[config.mk]
export PLATFORM = sky130hd
export DESIGN_NAME = frame_pixel_compositor
export DESIGN_NICKNAME = d
export VERILOG_FILES = /design/src/rtl/frame_pixel_compositor.sv
export SDC_FILE = /design/constraint.sdc
export NUM_CORES = 1
export LEC_CHECK = 0
export BUFFER_PORTS_ARGS = -buffer_cell sky130_fd_sc_hd__buf_4
export CAP_MARGIN = 20
export CORE_ASPECT_RATIO = 0.75
export CORE_MARGIN = 5
export CORE_UTILIZATION = 30
export CTS_BUF_LIST = sky130_fd_sc_hd__clkbuf_4 sky130_fd_sc_hd__clkbuf_8 sky130_fd_sc_hd__clkbuf_16
export DETAILED_ROUTE_END_ITERATION = 6
export GPL_TIMING_DRIVEN = 0
export PLACE_DENSITY_LB_ADDON = 0.05
export SYNTH_ARGS = -nofsm -noshare
export SYNTH_HDL_FRONTEND = slang
export SYNTH_SLANG_ARGS = --single-unit
[constraint.sdc]
create_clock -name Clk -period 2.2 [get_ports Clk]
set_input_delay 0.44 -clock Clk [delete_from_list [all_inputs] [get_ports Clk]]
set_output_delay 0.44 -clock Clk [all_outputs]
set_load 0.005 [all_outputs]
[src/rtl/frame_pixel_compositor.sv]
`default_nettype none
// =============================================================================
// Module  : frame_pixel_compositor
// Brief   : Three-stage sky/ground/pipe/bird compositor with sticky collision
//           flag and sync/blank re-timed to line up with the RGB output.
// Revision: 1.0 - initial release
// =============================================================================
module frame_pixel_compositor #(
  parameter int SPR_W    = 16,
  parameter int SPR_H    = 16,
  parameter int PIPE_W   = 52,
  parameter int GAP_H    = 100,
  parameter int GROUND_Y = 440
) (
  input  logic        Clk,
  input  logic        Reset,
  input  logic [15:0] CounterX,
  input  logic [15:0] CounterY,
  input  logic        hblank,
  input  logic        vblank,
  input  logic        h_sync_in,
  input  logic        v_sync_in,
  input  logic [9:0]  bird_x,
  input  logic [9:0]  bird_y,
  input  logic [9:0]  pipe_x,
  input  logic [9:0]  gap_y,
  output logic [7:0]  spr_addr,
  input  logic [12:0] spr_data,
  input  logic        collision_clr,
  output logic [11:0] rgb,
  output logic        vga_hs,
  output logic        vga_vs,
  output logic        blank_out,
  output logic        frame_start,
  output logic        collision
);

  localparam int          COL_W      = $clog2(SPR_W);
  localparam int          ROW_W      = $clog2(SPR_H);
  localparam logic [10:0] C_SPR_W    = 11'(SPR_W);
  localparam logic [10:0] C_SPR_H    = 11'(SPR_H);
  localparam logic [10:0] C_PIPE_W   = 11'(PIPE_W);
  localparam logic [10:0] C_GAP_H    = 11'(GAP_H);
  localparam logic [15:0] C_GROUND_Y = 16'(GROUND_Y);
  localparam logic [11:0] C_PIPE_RGB = 12'h2A2;
  localparam logic [11:0] C_GND_RGB  = 12'hC95;
  localparam logic [11:0] C_SKY_RGB  = 12'h4CE;

  // Shadow positions, frozen for the whole visible frame
  logic       r_vblank_d;
  logic [9:0] r_bx, r_by, r_px, r_gy;
  logic       w_vrise;

  assign w_vrise     = vblank & ~r_vblank_d;
  assign frame_start = w_vrise & ~Reset;

  always_ff @(posedge Clk) begin
    if (Reset) begin
      r_vblank_d <= 1'b1;
      r_bx       <= '0;
      r_by       <= '0;
      r_px       <= '0;
      r_gy       <= '0;
    end else begin
      r_vblank_d <= vblank;
      if (w_vrise) begin
        r_bx <= bird_x;
        r_by <= bird_y;
        r_px <= pipe_x;
        r_gy <= gap_y;
      end
    end
  end

  // S0: region tests; edge sums are 11 bits wide so nothing wraps
  logic [10:0]            w_bx_end, w_by_end, w_px_end, w_gap_end;
  logic                   w_bird_hit, w_pipe_hit, w_gnd;
  logic [COL_W-1:0]       w_col;
  logic [ROW_W-1:0]       w_row;
  logic [ROW_W+COL_W-1:0] w_addr;

  assign w_bx_end   = {1'b0, r_bx} + C_SPR_W;
  assign w_by_end   = {1'b0, r_by} + C_SPR_H;
  assign w_px_end   = {1'b0, r_px} + C_PIPE_W;
  assign w_gap_end  = {1'b0, r_gy} + C_GAP_H;

  assign w_bird_hit = (CounterX >= {6'b0, r_bx}) && (CounterX < {5'b0, w_bx_end}) &&
                      (CounterY >= {6'b0, r_by}) && (CounterY < {5'b0, w_by_end});
  assign w_pipe_hit = (CounterX >= {6'b0, r_px}) && (CounterX < {5'b0, w_px_end}) &&
                      ((CounterY < {6'b0, r_gy}) || (CounterY >= {5'b0, w_gap_end}));
  assign w_gnd      = CounterY >= C_GROUND_Y;

  // Low bits of the offset only depend on low bits of the operands
  assign w_col  = CounterX[COL_W-1:0] - r_bx[COL_W-1:0];
  assign w_row  = CounterY[ROW_W-1:0] - r_by[ROW_W-1:0];
  assign w_addr = {w_row, w_col};

  logic r_bird0, r_pipe0, r_gnd0;
  logic r_bird1, r_pipe1, r_gnd1;

  always_ff @(posedge Clk) begin
    if (Reset) begin
      spr_addr <= '0;
      r_bird0  <= 1'b0;
      r_pipe0  <= 1'b0;
      r_gnd0   <= 1'b0;
      r_bird1  <= 1'b0;
      r_pipe1  <= 1'b0;
      r_gnd1   <= 1'b0;
    end else begin
      spr_addr <= 8'(w_addr);
      r_bird0  <= w_bird_hit;
      r_pipe0  <= w_pipe_hit;
      r_gnd0   <= w_gnd;
      r_bird1  <= r_bird0;
      r_pipe1  <= r_pipe0;
      r_gnd1   <= r_gnd0;
    end
  end

  // S2: priority mux; blank/sync arrive here already two cycles late
  logic        w_blank, w_bird_op, w_coll_set;
  logic [11:0] w_rgb;

  assign w_blank    = hblank | vblank;
  assign w_bird_op  = r_bird1 & spr_data[12];
  assign w_coll_set = w_bird_op & (r_pipe1 | r_gnd1) & ~w_blank;

  always_comb begin
    w_rgb = C_SKY_RGB;
    if (w_blank)        w_rgb = 12'h000;
    else if (w_bird_op) w_rgb = spr_data[11:0];
    else if (r_pipe1)   w_rgb = C_PIPE_RGB;
    else if (r_gnd1)    w_rgb = C_GND_RGB;
  end

  always_ff @(posedge Clk) begin
    if (Reset) begin
      rgb       <= 12'h000;
      vga_hs    <= 1'b0;
      vga_vs    <= 1'b0;
      blank_out <= 1'b1;
      collision <= 1'b0;
    end else begin
      rgb       <= w_rgb;
      vga_hs    <= h_sync_in;
      vga_vs    <= v_sync_in;
      blank_out <= w_blank;
      collision <= w_coll_set | (collision & ~collision_clr);
    end
  end

endmodule
`default_nettype wire

==> impl_metrics.csv, run 1 <==
group,metric,value,unit
synth,synth_ff_type,"dfxtp_1",
global_route,grt_usage,15.2,%
clock_tree,path_clk_slew,60,ps
setup_path,crit_arrival,2340,ps
sta,max_freq,478,MHz
synth,postSynthAreaPerCell,8.16,µm²
synth,synth_area_leader_cell,"dfxtp_1",
detailed_routing,wl_met1,6.80,mm
synth,syn-cell-area,4470,µm²
die,die_x,151,µm
die,die_h,116,µm
clock_tree,clkSinkCount,71,
die,die-area,17500,µm²
clock_tree,ctsLongestPathBuffers,2,
pwr,p_per_area,595,nW/µm²
setup_path,required,2450,ps
clock_tree,cts_hold_buf,0,
layout,area_growth,34.3,%
synth,synthArstFlopShare,0,%
placement,gp_congestion,0.867,
clock_tree,htree_levels,3,
setup_path,startpoint_type,"register",
detailed_routing,wl_met3,1.00,mm
sta,hold_viol,0,
global_route,grt_first_pass_wirelength,20.5,mm
sta,drv_slew,0,
synth,yosys.cell_types.count,45,
detailed_routing,drt-pass1-iter-count,4,
placement,dp_slack,-114,ps
sta,setup_viol,0,
detailed_routing,maxUsedRoutingLayer,"met4",
layout,regArea,1430,µm²
sta,worst-slew-pin-transition,678,ps
placement,port_buffers,116,
die,row_count,38,
sta,relSlewSlack,54.8,%
layout,drive_gt1_share,23.9,%
detailed_routing,met2_wirelength,5.22,mm
global_route,grt_max_degree,14,
setup_path,crit_type,"register to register",
die,num_io_pins,117,
sta,setup_slack,106,ps
synth,synth_commonest_cells,"nand2_1, ha_1, a21oi_1",
job,cap_violations,0,
placement,place_area,5590,µm²
detailed_routing,viasPerCell,4.61,
synth,syn_inst,548,
synth,yosysTopAreaCellShare,31.8,%
synth,synthTopCellsByArea,"dfxtp_1, ha_1, nand2_1",
detailed_routing,vias,4060,
layout,multi_input_area,2870,µm²
clock_tree,insertion_delay,340,ps
synth,ys_seq_elements,71,
synth,synth_edf_count,0,
setup_path,critPathCaptureType,"register",
global_route,grt_overflow,0,
pwr,p_leak,2.47,nW
outcome,status,"finished, final reports clean",
global_route,antenna_found_initial,0,
sta,fin_crit_sh,95.2,%
sta,rsz0062_at_grt,"yes",
clock_tree,cts_tree,"done",
detailed_routing,post_drt_wl_per_cell,14.9,µm
detailed_routing,drtIter0Drc,112,
synth,seq_area_frac_synth,31.8,%
synth,syn_nets,718,
layout,fin_nets,846,
die,start_util,30.7,%
hold_path,worstHoldPathType,"input port to register",
pwr,finalPower,3.58,mW
sta,min_period,2090,ps
layout,num-fill-cells,1513,
layout,insertedDiodeCount,0,
global_route,grt_pass1_vias,4000,
pwr,ir_worst_vdd,347,µV
detailed_routing,drc,0,
synth,yosysWarnings,0,
sta,worst_clock_skew,4.66,ps
placement,dp_hpwl,10.9,mm
die,coreArea,14500,µm²
detailed_routing,wl,13.1,mm
detailed_routing,ant_nets,0,
layout,stdcell_area,6010,µm²
setup_path,cp_max_fo,5,
clock_tree,cts_buffers,9,
synth,yosys.cell_count.top_type,"nand2_1",
sta,setup_tns,0,ps
clock_tree,root_buffer,"clkbuf_16",
layout by cell type, fill, tap and decap left out, types with 2 or more instances in the layout:
cell type   instances
o211ai_1            2
nor3b_1             2
or3_4               2
nor3_1              9
nand3_2             2
clkbuf_16           9
a21o_1             10
a31oi_1             2
o2111ai_1           3
buf_4             117
a211oi_1            5
ha_1               75
buf_1               3
clkbuf_1           13
bufinv_16           2
nand3_1            17
a21oi_2             2
nor3_4              2
nor2b_1            11
clkinvlp_4          2
nand2b_1            5
nand2_1           100
fa_1                2
dfxtp_2             7
xnor2_1            21
nor2_1             18
dfxtp_1            63
nand4_1             6
a21oi_1            71
o31ai_1             3
nor4_1              3
inv_2               5
or3_1               3
inv_1              43
o21a_1              2
xor2_1              3
o21ai_0             9
or4_1               3
critical path: stages, from the launching register on:
cell and delay, ps:
dfxtp_1 430, ha_2 260, nand3_1 100, xnor2_1 140, ha_1 200, a21oi_2 130
nor3b_1 60, nor4_1 290, nand4b_1 140, nor4bb_1 250
report_power, final:
part           leakage, nW  internal [mW]  switching (mW)
Sequential           0.584           1.34          0.0319
Clock                0.153           1.01           0.603
Combinational         1.74          0.299           0.296
Total                 2.47           2.65           0.931
worst paths after layout:
check        startpoint       to  slack [ps]  cells after the start
max             r_bx[5]  r_bird0         110                      9
min           h_sync_in   vga_hs         310                      2
max reg2reg     r_bx[5]  r_bird0         110                      9
min reg2reg     r_px[1]  r_px[1]         450                      2
final cells by class:
cell class | count | area share [%]
Multi-Input combinational cell | 412 | 47.8
Sequential cell | 71 | 23.9
Timing Repair Buffer | 117 | 14.6
Tap cell | 200 | 4.17
Clock buffer | 10 | 3.87
Inverter | 48 | 3.00
Clock inverter | 6 | 1.54
Buffer | 17 | 1.08
cell families (layout without fill, tap and decap cells):
group,Yosys count,count (layout),synth area share (%)
DFF,71,71,31.8
adders and majority gates,78,78,22.2
xor gates and xnor gates,24,24,4.70
AOI/OAI and AO/OA,120,120,16.2
buffers and inverters,65,198,5.46
and+or+nand+nor,190,190,19.7
sequential cells by signal (all words and copies together), names as in the netlist:
| register | count |
|---|---|
| r_pipe0 | 1 |
| spr_addr | 8 |
| r_bx | 10 |
| vga_hs | 1 |
| rgb | 12 |
| r_bird0 | 1 |
| blank_out | 1 |
| vga_vs | 1 |
| r_px | 10 |
| r_bird1 | 1 |
| r_gy | 10 |
| collision | 1 |
| r_gnd0 | 1 |
| r_vblank_d | 1 |
| r_pipe1 | 1 |
| r_by | 10 |
| r_gnd1 | 1 |
metal layers:
layer / up-vias / GRT usage (%)
li1: 2152 / -
met1: 1791 / 22.0
met2: 107 / 22.5
met3: 10 / 4.42
met4: 0 / 3.26
met5: - / 0
through the flow:
step	hold WS, ps	util (%)	std cells
after CTS	292	40.8	880
after detailed placement	448	38.4	864
after global placement	431	38.4	864
after floorplan	414	-	548
final	308	41.3	881
after global routing	311	41.3	881
timing repair:
item | 4_1_cts | 5_1_grt
pin swaps | 0 | 5
endpoints found under the setup margin | 1 | 3
hold endpoints to repair | 0 | 0
gates resized for setup | 4 | 25
setup buffers | 0 | 1
Power figures use the tool's default switching activity.
==> inputs of run 2 (changes only) <==
Settings changed: MAX_ROUTING_LAYER set to met4.
==> impl_metrics.csv, run 2 (synthesis gave the netlist of run 1 again) <==
group,metric,value,unit
outcome,status,"finished, final reports clean",
pwr,power.switching,0.955,mW
clock_tree,insertion_delay,350,ps
placement,place_area,5590,µm²
detailed_routing,wl,13.4,mm
pwr,ir_worst_vdd,364,µV
die,die_x,151,µm
clock_tree,root_buffer,"clkbuf_16",
global_route,grt_first_pass_wirelength,21.2,mm
sta,hold_viol,0,
clock_tree,clkSinkCount,71,
pwr,clkPwrFrac,43.6,%
placement,port_buffers,116,
sta,setup_viol,0,
die,start_util,30.7,%
sta,relSlewSlack,54.9,%
clock_tree,cts_buffers,9,
setup_path,critPathCaptureType,"register",
detailed_routing,post_drt_wl_per_cell,15.2,µm
die,num_io_pins,117,
sta,fin_crit_sh,98.4,%
sta,worst_clock_skew,9.75,ps
sta,worst-slew-pin-transition,676,ps
clock_tree,cts_tree,"done",
layout,drive_gt1_share,24.0,%
placement,gp_congestion,0.862,
die,coreArea,14500,µm²
clock_tree,cts_hold_buf,0,
global_route,antenna_found_initial,0,
placement,placed_cells,864,
global_route,grt_overflow,0,
clock_tree,htree_levels,3,
setup_path,cp_max_fo,3,
global_route,grt_pass1_vias,3964,
clock_tree,ctsLongestPathBuffers,2,
layout,final_cell_mix,"buf_4, nand2_1, ha_1",
setup_path,required,2450,ps
job,cap_violations,0,
pwr,combinationalPowerShare,17.2,%
layout,instances_no_fill,884,
setup_path,startpoint_type,"register",
pwr,p_int,2.53,mW
layout,multi_input_area,2860,µm²
setup_path,crit_type,"register to register",
hold_path,worstHoldPathType,"input port to register",
layout,largest_register,"rgb",
die,die-area,17500,µm²
layout,stdcell_area,5990,µm²
detailed_routing,drtIter0Drc,132,
detailed_routing,drt-pass1-iter-count,4,
sta,drv_slew,0,
layout,insertedDiodeCount,0,
layout,regArea,1440,µm²
layout,largest_reg_flops,12,
global_route,grt_max_degree,14,
layout,utilization,41.2,%
detailed_routing,drc,0,
sta,max_freq,462,MHz
detailed_routing,viasPerCell,4.57,
pwr,p_per_area,582,nW/µm²
clock_tree,path_clk_slew,70,ps
die,die_h,116,µm
pwr,p_sw_share,27.4,%
global_route,grt_usage,16.1,%
layout,fin_nets,849,
sta,rsz0062_at_grt,"yes",
pwr,finalPower,3.49,mW
pwr,sequentialPowerShare,39.2,%
die,row_count,38,
detailed_routing,ant_nets,0,
detailed_routing,vias,4038,
layout,area_growth,34.1,%
layout,num-fill-cells,1533,
layout,final_common_cell,"buf_4",
sta,min_period,2160,ps
pwr,p_leak,2.44,nW
setup_path,crit_arrival,2410,ps
placement,dp_hpwl,10.9,mm
-- run 2: changes by cell type in the layout (fill, tap and decap cells not counted), moves of 2 or more --
cell,previous run,this run
inv_1,43,46
a21oi_1,71,69
dfxtp_2,7,5
nor3_2,0,3
inv_2,5,2
a21oi_2,2,4
nor3_4,2,0
buf_4,117,120
-- run 2: layer usage --
layer | vias up | global-route usage [%] | part of all wire, %
met4 | 0 | 3.80 | 0.94
li1 | 2156 | - | -
met5 | - | - | 0
met2 | 94 | 21.9 | 39
met1 | 1778 | 23.9 | 55
met3 | 10 | 3.71 | 5.4
-- run 2: power groups by stage --
stage | combinational [mW] | sequential (mW) | clock, mW
6_report | 0.599 | 1.37 | 1.52
5_1_grt | 0.685 | 1.37 | 1.63
4_1_cts | 0.595 | 1.37 | 1.58
3_5_place_dp | 0.591 | 1.39 | 0
3_3_place_gp | 0.584 | 1.39 | 0
2_1_floorplan | 0.303 | 1.39 | 0
-- run 2: critical path, stage by stage (launching register included) --
cell      delay (ps)
dfxtp_2          350
inv_2             50
nor3_2           200
nand3_1          110
xnor2_1          150
ha_1             330
a21oi_2          160
nor3b_2           60
nor4_1           280
nand4b_1         130
nor4bb_1         260
-- run 2: worst paths after layout --
check,startpoint,slack [ps],endpoint,depth (start not counted)
hold reg to reg,r_bird0,440,r_bird1,1
hold / removal,spr_data[8],310,rgb[8],3
setup / recovery,r_bx[7],40,r_bird0,10
setup reg to reg,r_bx[7],40,r_bird0,10
-- run 2: cell type report --
class	instances	share of cell area, %
Timing Repair Buffer	120	15.0
Clock buffer	10	3.88
Multi-Input combinational cell	412	47.7
Inverter	48	3.01
Sequential cell	71	23.9
Tap cell	200	4.18
Clock inverter	6	1.17
Buffer	17	1.06
-- run 2: repair_timing --
item / CTS / global route
resized for setup: 4 / 20
pin swaps: 0 / 10
setup endpoints to repair: 1 / 2
buffers inserted: 0 / 4
-- run 2: through the flow --
step	setup WS (ps)	TNS, ps	hold slack (ps)
floorplan	154	0	414
global placement	-112	-213	433
detailed placement	-79.1	-150	423
CTS	12.0	0	292
global route	-109	-109	306
finish	35.7	0	307
